### src/rtl/car_alarm_pkg.sv
// Shared definitions for the car alarm controller: state codes shown on the
// debug display, countdown width and the default delay times in seconds.
package car_alarm_pkg;

  localparam int STATE_W   = 3;
  localparam int TIMER_W   = 4;
  localparam int TIMER_MAX = (1 << TIMER_W) - 1;

  // Default delays, in seconds
  localparam int T_ARM_DELAY_DEF       = 6;
  localparam int T_DRIVER_DELAY_DEF    = 8;
  localparam int T_PASSENGER_DELAY_DEF = 15;
  localparam int T_ALARM_ON_DEF        = 10;

  // State codes; the numeric values are what the debug display shows
  typedef enum logic [STATE_W-1:0] {
    ST_ARMED           = 3'd0,
    ST_TRIGGERED       = 3'd1,
    ST_SOUND_ALARM     = 3'd2,
    ST_DISARMED        = 3'd3,
    ST_WAIT_DOOR_OPEN  = 3'd4,
    ST_WAIT_DOOR_CLOSE = 3'd5,
    ST_ARM_DELAY       = 3'd6
  } alarm_state_e;

  // A delay fits the countdown only if it is representable in TIMER_W bits
  function automatic logic delay_fits(input int secs);
    return (secs >= 0) && (secs <= TIMER_MAX);
  endfunction

  // Narrow a (checked) delay in seconds to the countdown load width
  function automatic logic [TIMER_W-1:0] to_timer_val(input int secs);
    return secs[TIMER_W-1:0];
  endfunction

endpackage

### src/rtl/alarm_timer.sv
// Seconds countdown used by the car alarm controller. A load sets the count;
// each one_hz_enable strobe removes one second; expired pulses for one cycle
// when the last second of a loaded countdown elapses. A load of 0 or 1 both
// expire on the first strobe after the load. An idle timer never fires.
module alarm_timer
  import car_alarm_pkg::*;
(
  input  logic               clk,
  input  logic               reset,
  input  logic               start,
  input  logic [TIMER_W-1:0] value,
  input  logic               one_hz_enable,
  output logic               expired
);

  logic [TIMER_W-1:0] count;
  logic               running;

  // Countdown register: a load beats a coincident strobe, and the expiry
  // pulse is registered so it lasts exactly one cycle.
  always_ff @(posedge clk) begin
    if (reset) begin
      count   <= '0;
      running <= 1'b0;
      expired <= 1'b0;
    end else begin
      expired <= 1'b0;
      if (start) begin
        count   <= value;
        running <= 1'b1;
      end else if (one_hz_enable && running) begin
        if (count < TIMER_W'(2)) begin
          count   <= '0;
          running <= 1'b0;
          expired <= 1'b1;
        end else begin
          count <= count - TIMER_W'(1);
        end
      end
    end
  end

endmodule

### src/rtl/car_alarm_fsm.sv
// Car alarm controller. Ignition always disarms; leaving the car (driver door
// open then all doors shut) re-arms after a delay; opening a door while armed
// starts an entry countdown that ends in the siren unless ignition comes on.
// Optional build macro CAR_ALARM_BLINK_EN: the armed LED blinks at 0.5 Hz
// (toggles on every one_hz_enable) instead of being steadily lit.
module car_alarm_fsm
  import car_alarm_pkg::*;
#(
  parameter int T_ARM_DELAY       = T_ARM_DELAY_DEF,
  parameter int T_DRIVER_DELAY    = T_DRIVER_DELAY_DEF,
  parameter int T_PASSENGER_DELAY = T_PASSENGER_DELAY_DEF,
  parameter int T_ALARM_ON        = T_ALARM_ON_DEF
) (
  input  logic               clk,
  input  logic               reset,
  input  logic               one_hz_enable,
  input  logic               ignition,
  input  logic               driver_door,
  input  logic               passenger_door,
  output logic               status_indicator,
  output logic               siren,
  output logic [STATE_W-1:0] state
);

  // Delays must fit the 4-bit countdown; reject bad overrides at elaboration.
  if (!delay_fits(T_ARM_DELAY)) begin : g_bad_arm_delay
    $error("car_alarm_fsm: T_ARM_DELAY=%0d does not fit the 4-bit timer", T_ARM_DELAY);
  end
  if (!delay_fits(T_DRIVER_DELAY)) begin : g_bad_driver_delay
    $error("car_alarm_fsm: T_DRIVER_DELAY=%0d does not fit the 4-bit timer", T_DRIVER_DELAY);
  end
  if (!delay_fits(T_PASSENGER_DELAY)) begin : g_bad_passenger_delay
    $error("car_alarm_fsm: T_PASSENGER_DELAY=%0d does not fit the 4-bit timer", T_PASSENGER_DELAY);
  end
  if (!delay_fits(T_ALARM_ON)) begin : g_bad_alarm_on
    $error("car_alarm_fsm: T_ALARM_ON=%0d does not fit the 4-bit timer", T_ALARM_ON);
  end

  localparam logic [TIMER_W-1:0] ARM_V       = to_timer_val(T_ARM_DELAY);
  localparam logic [TIMER_W-1:0] DRIVER_V    = to_timer_val(T_DRIVER_DELAY);
  localparam logic [TIMER_W-1:0] PASSENGER_V = to_timer_val(T_PASSENGER_DELAY);
  localparam logic [TIMER_W-1:0] ALARM_V     = to_timer_val(T_ALARM_ON);

  alarm_state_e       state_q;
  alarm_state_e       state_d;
  logic               tmr_start;
  logic [TIMER_W-1:0] tmr_value;
  logic               tmr_expired;
  logic               any_door;
  logic               led_q;
  logic               stay_armed;

  assign any_door   = driver_door | passenger_door;
  assign stay_armed = (state_q == ST_ARMED) && (state_d == ST_ARMED);

  alarm_timer u_timer (
    .clk           (clk),
    .reset         (reset),
    .start         (tmr_start),
    .value         (tmr_value),
    .one_hz_enable (one_hz_enable),
    .expired       (tmr_expired)
  );

  // State register; reset lands in ARMED.
  always_ff @(posedge clk) begin
    if (reset) begin
      state_q <= ST_ARMED;
    end else begin
      state_q <= state_d;
    end
  end

  // Next state and countdown loads. Ignition overrides everything, including
  // any load. Stale expiry pulses from an abandoned countdown are harmless:
  // only TRIGGERED, SOUND_ALARM and ARM_DELAY look at expiry, and each of
  // those is entered together with a fresh load.
  always_comb begin
    state_d   = state_q;
    tmr_start = 1'b0;
    tmr_value = '0;
    if (ignition) begin
      state_d = ST_DISARMED;
    end else begin
      case (state_q)
        ST_ARMED: begin
          // Driver delay wins when both doors open together
          if (driver_door) begin
            state_d   = ST_TRIGGERED;
            tmr_start = 1'b1;
            tmr_value = DRIVER_V;
          end else if (passenger_door) begin
            state_d   = ST_TRIGGERED;
            tmr_start = 1'b1;
            tmr_value = PASSENGER_V;
          end
        end
        ST_TRIGGERED: begin
          // Closing the door again does not cancel the entry countdown
          if (tmr_expired) begin
            state_d   = ST_SOUND_ALARM;
            tmr_start = 1'b1;
            tmr_value = ALARM_V;
          end
        end
        ST_SOUND_ALARM: begin
          // An open door keeps the siren time topped up
          if (any_door) begin
            tmr_start = 1'b1;
            tmr_value = ALARM_V;
          end else if (tmr_expired) begin
            state_d = ST_ARMED;
          end
        end
        ST_DISARMED: begin
          state_d = ST_WAIT_DOOR_OPEN;
        end
        ST_WAIT_DOOR_OPEN: begin
          if (driver_door) begin
            state_d = ST_WAIT_DOOR_CLOSE;
          end
        end
        ST_WAIT_DOOR_CLOSE: begin
          if (!any_door) begin
            state_d   = ST_ARM_DELAY;
            tmr_start = 1'b1;
            tmr_value = ARM_V;
          end
        end
        ST_ARM_DELAY: begin
          if (any_door) begin
            state_d = ST_WAIT_DOOR_CLOSE;
          end else if (tmr_expired) begin
            state_d = ST_ARMED;
          end
        end
        default: begin
          state_d = ST_ARMED;
        end
      endcase
    end
  end

`ifdef CAR_ALARM_BLINK_EN
  // Armed LED blinks: starts dark on entry, toggles on each second strobe,
  // and goes dark in the same cycle the state leaves ARMED.
  always_ff @(posedge clk) begin
    if (reset) begin
      led_q <= 1'b0;
    end else if (stay_armed) begin
      led_q <= led_q ^ one_hz_enable;
    end else begin
      led_q <= 1'b0;
    end
  end
`else
  // Armed LED is steady: lit from the cycle after entering ARMED, dark in the
  // same cycle the state leaves ARMED.
  always_ff @(posedge clk) begin
    if (reset) begin
      led_q <= 1'b0;
    end else begin
      led_q <= stay_armed;
    end
  end
`endif

  assign status_indicator = led_q;
  assign siren            = (state_q == ST_SOUND_ALARM);
  assign state            = state_q;

endmodule

### config.mk
export PLATFORM = sky130hd
export DESIGN_NAME = car_alarm_fsm
export DESIGN_NICKNAME = d
export VERILOG_FILES = /design/src/rtl/car_alarm_pkg.sv /design/src/rtl/alarm_timer.sv /design/src/rtl/car_alarm_fsm.sv
export SDC_FILE = /design/constraint.sdc
export NUM_CORES = 1
export LEC_CHECK = 0
export ABC_CLOCK_PERIOD_IN_PS = 2600
export CORE_AREA = 2 2 39 41
export CTS_BUF_LIST = sky130_fd_sc_hd__clkbuf_8
export CTS_CLUSTER_SIZE = 28
export DETAILED_ROUTE_END_ITERATION = 8
export DIE_AREA = 0 0 41 43
export GPL_TIMING_DRIVEN = 1
export MAX_ROUTING_LAYER = met4
export PLACE_DENSITY = 0.71
export SLEW_MARGIN = 10
export SYNTH_ARGS = -nofsm -noshare
export SYNTH_HDL_FRONTEND = slang
export SYNTH_SLANG_ARGS = --single-unit
### constraint.sdc
create_clock -name clk -period 2.6 [get_ports clk]
set_input_delay 0.39 -clock clk [delete_from_list [all_inputs] [get_ports clk]]
set_output_delay 0.39 -clock clk [all_outputs]
set_load 0.01 [all_outputs]
=== After elaboration in Yosys (flattened, before gate mapping) ===
Cells that the tools add are included.

* Logic and storage cells: 54
* Output and inout bits: 5
* Flip-flop bits (word level): 10
* Input bits: 6

* Eq/ne operators: 6
* Bitwise gates (word level): 2
* Order comparisons: 1
* Add/subtract/negate cells: 1
* Mux-type cells: 31
* Reduce and logical (&&, ||, !) cells: 8

{| class="wikitable"
|+ Operators with widths
! operator !! number
|-
| 4-bit two-way mux || 8
|-
| 3-bit two-way mux || 10
|-
| 3-bit case mux with 7 select lines || 1
|-
| 4-bit case mux with 4 select lines || 1
|-
| 1-bit two-way mux || 10
|-
| 3-bit equality test (second input constant) || 3
|-
| 3-bit by 2-bit equality test with 1-bit output (second input constant) || 2
|-
| 3-bit logical NOT || 2
|-
| 4-bit by 2-bit less-than comparator with 1-bit output (second input constant) || 1
|-
| 1-bit case mux with 4 select lines || 1
|-
| 2-bit nonzero test || 2
|-
| 4-bit by 1-bit subtractor with 4-bit output (second input constant) || 1
|-
| 3-bit by 1-bit equality test with 1-bit output (second input constant) || 1
|-
| 3-bit OR reduction || 1
|-
| 1-bit logical AND || 2
|-
| 2-bit AND reduction || 1
|-
| 1-bit inverter || 1
|-
| 1-bit OR || 1
|}

=== Depth between registers and ports, before layout ===
* Word-level depth: 6
* Mapped depth: 6
* Gate-level depth less buffers: 6

=== Hierarchy ===
A second synthesis with hierarchy kept.

* Cell total of the unflattened synthesis: 83
* Area, all modules: 648.1 um^2

{| class="wikitable"
|+ Modules (own cells, without submodules)
! module !! cells each !! sequential area each (um^2) !! area each (um^2) !! times used
|-
| car_alarm_fsm || 48 || 80.1 || 351.6 || 1
|-
| alarm_timer || 35 || 120.1 || 296.5 || 1
|}

=== Least setup slack after synthesis ===
OpenSTA, ideal clock, no wires.

* Path type: register -> register
* From: reg state_q[1] (netlist: state[1])
* To: reg u_timer.count[0]
* Arrival time: 1,510 ps
* Cell stages (with the launch flop): 7
* Slack: 1,025 ps
* Path buffers: 1
* Clock period less this slack: 1,575 ps
* Data required time: 2,535 ps
* Setup time: 65 ps
* Cell sequence: dfxtp_1 > buf_2 > nor2b_2 > nand3_1 > a21oi_4 > mux2_1 > nor2_1

* Cells in the longest elaborated chain, start to end: 4
* Elaborated cells between the ends (all ways): 10
* Classes of those cells: eq/ne (3); mux (5); reduce/logical (2)

{| class="wikitable"
|+ Ends and longest elaborated chain
! element !! RTL line !! text
|-
| from (decl) || car_alarm_fsm.sv:44 || <nowiki>alarm_state_e state_q;</nowiki>
|-
| from (signal assigned) || car_alarm_fsm.sv:70 || <nowiki>state_q <= state_d;</nowiki>
|-
| 3-bit equality test (tied with other cells) || car_alarm_fsm.sv:85 || <nowiki>case (state_q)</nowiki>
|-
| 4-bit case mux with 4 select lines / 1-bit case mux with 4 select lines (equally long branches) || car_alarm_fsm.sv:85 ||
|-
| 4-bit two-way mux / 1-bit two-way mux (equally long branches) || car_alarm_fsm.sv:82 || <nowiki>if (ignition) begin</nowiki>
|-
| 4-bit two-way mux / 2-bit nonzero test (equally long branches) || -- ||
|-
| to (signal assigned) || alarm_timer.sv:29 || <nowiki>count <= value;</nowiki>
|-
| to (signal assigned) || alarm_timer.sv:37 || <nowiki>count <= count - TIMER_W'(1);</nowiki>
|-
| to (decl) || alarm_timer.sv:16 || <nowiki>logic [TIMER_W-1:0] count;</nowiki>
|}

Several ways; a longest one is shown, not always the timed one.
A chain may end at the register's enable or synchronous reset.

=== Final worst setup path ===
* From: reg state_q[1] (netlist: state[1])
* To: out siren

* Cells in the longest elaborated chain, start to end: 1

{| class="wikitable"
|+ Ends and longest elaborated chain
! element !! RTL line !! text
|-
| 3-bit by 2-bit equality test with 1-bit output || car_alarm_fsm.sv:169 || <nowiki>assign siren = (state_q == ST_SOUND_ALARM);</nowiki>
|-
| to (decl) || car_alarm_fsm.sv:21 || <nowiki>output logic siren,</nowiki>
|}

No other way between the ends.

==> metrics.md <==
| Metric | Value |
|---|---|
| Area Overhead vs Synth | 27.0% |
| Worst hold-check path type | reg2reg |
| CTS root buf | clkbuf_8 |
| Final setup viols | 0 |
| Post-synth EDFFs | 0 |
| Max Slew Vio Count | 0 |
| Hold-critical path depth | 2 |
| Starting density of the core | between 40 and 50% |
| CP Max Fanout | 11 |
| Syn nets | a little over 90 |
| Status | complete, no violations |
| # resized after CTS | 0 |
| Core Box Area | approximately 1400 um2 |
| Crit-path slowest cell | dfxtp_1 |
| Post-route ant nets | 0 |
| Final worst-path cycle share | ~73% |
| Top Ports | 11 |
| Clock transition at path regs | roughly 0.05 ns |
| Chip height | approximately 43 um |
| Die Area | between 1500 and 2000 um2 |
| Port bufs | 10 |
| Setup Fix Bufs, Post-CTS | 0 |
| CP Launch Type | register |
| Crit-path cells | and2_1 -> clkdlybuf4s50_1 |
| Met2 Usage GRT | 28.7% |
| GP Congestion | between 0.8 and 0.9 |
| Rel. slew slack | 73.6% |
| DP HPWL | between 1 and 1.5 mm |
| Synth area leader | dfxtp_1 |
| Worst EP arrival | ~1.5 ns |
| First-pass GRT wire length | ~2.3 mm |
| Post-synth cell types | 32 |
| Worst slew pin tran | between 0.3 and 0.4 ns |
| Post-synth top area share | a little under a third |
| Ant. Diodes | 0 |
| Initial antenna violation count | 0 |
| Power density over the cells | 574 nW/um2 |
| Pin count of the biggest net entering global routing | 13 |
| R2R Setup Slk | about 0.74 ns |
| Final net count | approximately 110 |
| Vias in the first global route | 520 |
| Drt total wl | approximately 1.4 mm |
| Die Span X | 41 um |
| Slowest cell delay on critical path | between 0.5 and 0.6 ns |
| Yosys warns | 0 |
| GRT Overall Usage | about a fifth |
| Seq cells post-synth | 10 |
| Fin area | between 800 and 900 um2 |
| CTS H-tree depth | 1 |
| Register area share after synthesis | a little under a third |
| Vias per cell | approximately 5.5 |
| IR drop worst, VDD | around 0.34 mV |
| # clock sinks | 10 |
| TNS Setup | 0 ns |
| Worst path bufs/invs | 1 |
| Commonest cells post-synth | nor2_1 (18), a21oi_1 (10), dfxtp_1 (10) |
| GRT overflow | 0 |
| Cells after DPL | about 110 |
| Pleak | about 0.31 nW |
| Clock Skew | around 0.0066 ns |
| DP Worst Slack | roughly 0.47 ns |
| Hold EP | u_timer.running |
| Fin crit period | between 1.5 and 2 ns |
| Critical Path End Type | output port |
| RR Endpoint | u_timer.count[0] |
| Rows | 14 |
| Starting DRT DRC Count | 10 |
| Average routed wire per standard cell | 12.2 um |
| Hold path start | u_timer.running |
| Layout cells sized above 1 | approximately a tenth |
| Synthesized area per cell | around 7.5 um2 |
| Met1 Use GR | between 20% and 30% |
| Detailed Routing Iterations Pass 1 | 4 |
| Top-count cell post-synth | nor2_1 |
| Busiest grt layer | met2 |
| DP Area | 757 um2 |
| Top FF cell, synth | dfxtp_1 |
| Reg2Reg Depth | 5 |
| Grt met3 use | 1.57% |
| Top Family by Delay on Critical Path | flip-flops |
| Post-route setup slack | between 0.7 and 0.8 ns |
| CTS tree | built |
| WP data required | around 2.2 ns |
| Post-CTS Hold Fix Bufs | 0 |
| CTS buffer count | 3 |
| Skew-Pair Late Insertion Delay | about 0.24 ns |
| Synth area leaders | dfxtp_1 (31%), nor2_1 (11%), a21oi_1 (7.8%) |
| Critical setup path kind | reg2out |
| Via count | 619 |
| Synth Instances | 85 |
| RR Startpoint | state[0] |
| DRC | 0 |
| FFs w/ async S/R, synth | 0% |
| Maximum clock path buffer count | 2 |
| Max Fclk | 0.526 GHz |
| Synth Cell Area | ~640 um2 |
| Final Non-Filler Cells | between 100 and 150 |
| Fin. Hold Viols | 0 |
| # Max-Cap Violations | 0 |
| RSZ-0062 raised after global routing | false |
[power breakdown]
group / switching (W) / leakage, nW / internal [W]
clock: 0.0000618 / 0.0288 / 0.000133
sequential: 0.0000158 / 0.0820 / 0.000163
combinational: 0.0000455 / 0.201 / 0.0000469
[area by class of cell]
| class | count | area (um2) |
|---|---|---|
| tap | 16 | 20.0 |
| sequential | 10 | 200 |
| timing repair buffer | 12 | 115 |
| clock buffer | 4 | 55.1 |
| multi-input combinational | 68 | 410 |
| fill | 122 | 572 |
| inverter | 3 | 11.3 |
[how the worst max path moves through the flow]
stage / from / end / slack (ns) / depth (start not counted)
6_report: state[1] / siren / 0.70 / 2
5_1_grt: driver_door / u_timer.count[0] / 0.57 / 6
4_1_cts: state[1] / siren / 0.70 / 2
3_5_place_dp: driver_door / u_timer.count[0] / 0.47 / 6
3_3_place_gp: driver_door / u_timer.count[0] / 0.51 / 6
2_1_floorplan: state[1] / u_timer.count[0] / 1.02 / 6
[per-layer routing]
| layer | up-vias | wire [um] |
|---|---|---|
| met4 | 0 | 14 |
| met3 | 2 | 41 |
| met2 | 9 | 655 |
| met5 | - | 0 |
| li1 | 327 | - |
| met1 | 281 | 670 |
[registers in the layout, summed over array words and instances (netlist names)]
| name | count |
|---|---|
| state | 3 |
| u_timer.expired | 1 |
| u_timer.count | 4 |
| u_timer.running | 1 |
| status_indicator | 1 |
[layout by cell type (no fill, tap or decap)]
master           Yosys  routed
a211oi_1             2       2
a21oi_1             10      10
a21oi_4              1       1
a22oi_1              2       2
a22oi_4              1       1
a311o_1              1       1
and2_1               1       1
and4_1               1       1
buf_4                0       2
clkbuf_8             0       4
clkdlybuf4s50_1      0      10
dfxtp_1             10      10
ha_1                 1       1
inv_1                3       3
mux2_1               1       1
mux2i_1              1       1
nand2_1              5       5
nand2b_1             1       1
nand3_1              3       3
nand3b_1             1       1
nor2_1              18      18
nor2b_1              3       3
nor2b_2              1       1
nor3_1               5       5
nor4_1               1       1
nor4b_1              1       1
o21a_1               1       1
o21ai_0              2       2
o22ai_1              1       1
o32a_1               1       1
o41ai_1              1       1
or2_4                1       1
[kinds of logic after synthesis]
group / after synthesis / share of synthesized area, %
compound gates: 23 / 26.6
simple gates: 42 / 32.3
buf+inv: 7 / 4.50
fa+ha+maj: 1 / 1.96
flops: 10 / 31.3
mux: 2 / 3.33
[worst min-delay path, delay by kind of cell, from the launching register on]
kind / cells / cell delay, ns
AOI/OAI and AO/OA: 1 / 0.13
DFF: 1 / 0.33
and+or+nand+nor: 1 / 0.04
[per-stage QoR]
stage / power, W / utilization [%] / hold slack (ns)
floorplan: 0.000240 / - / 0.468
global placement: 0.000272 / 54.7 / 0.547
detailed placement: 0.000273 / 54.7 / 0.533
CTS: 0.000467 / 58.7 / 0.542
global route: 0.000490 / 58.7 / 0.597
finish: 0.000466 / 58.7 / 0.541
No activity file was read; power rests on OpenSTA's default activity.
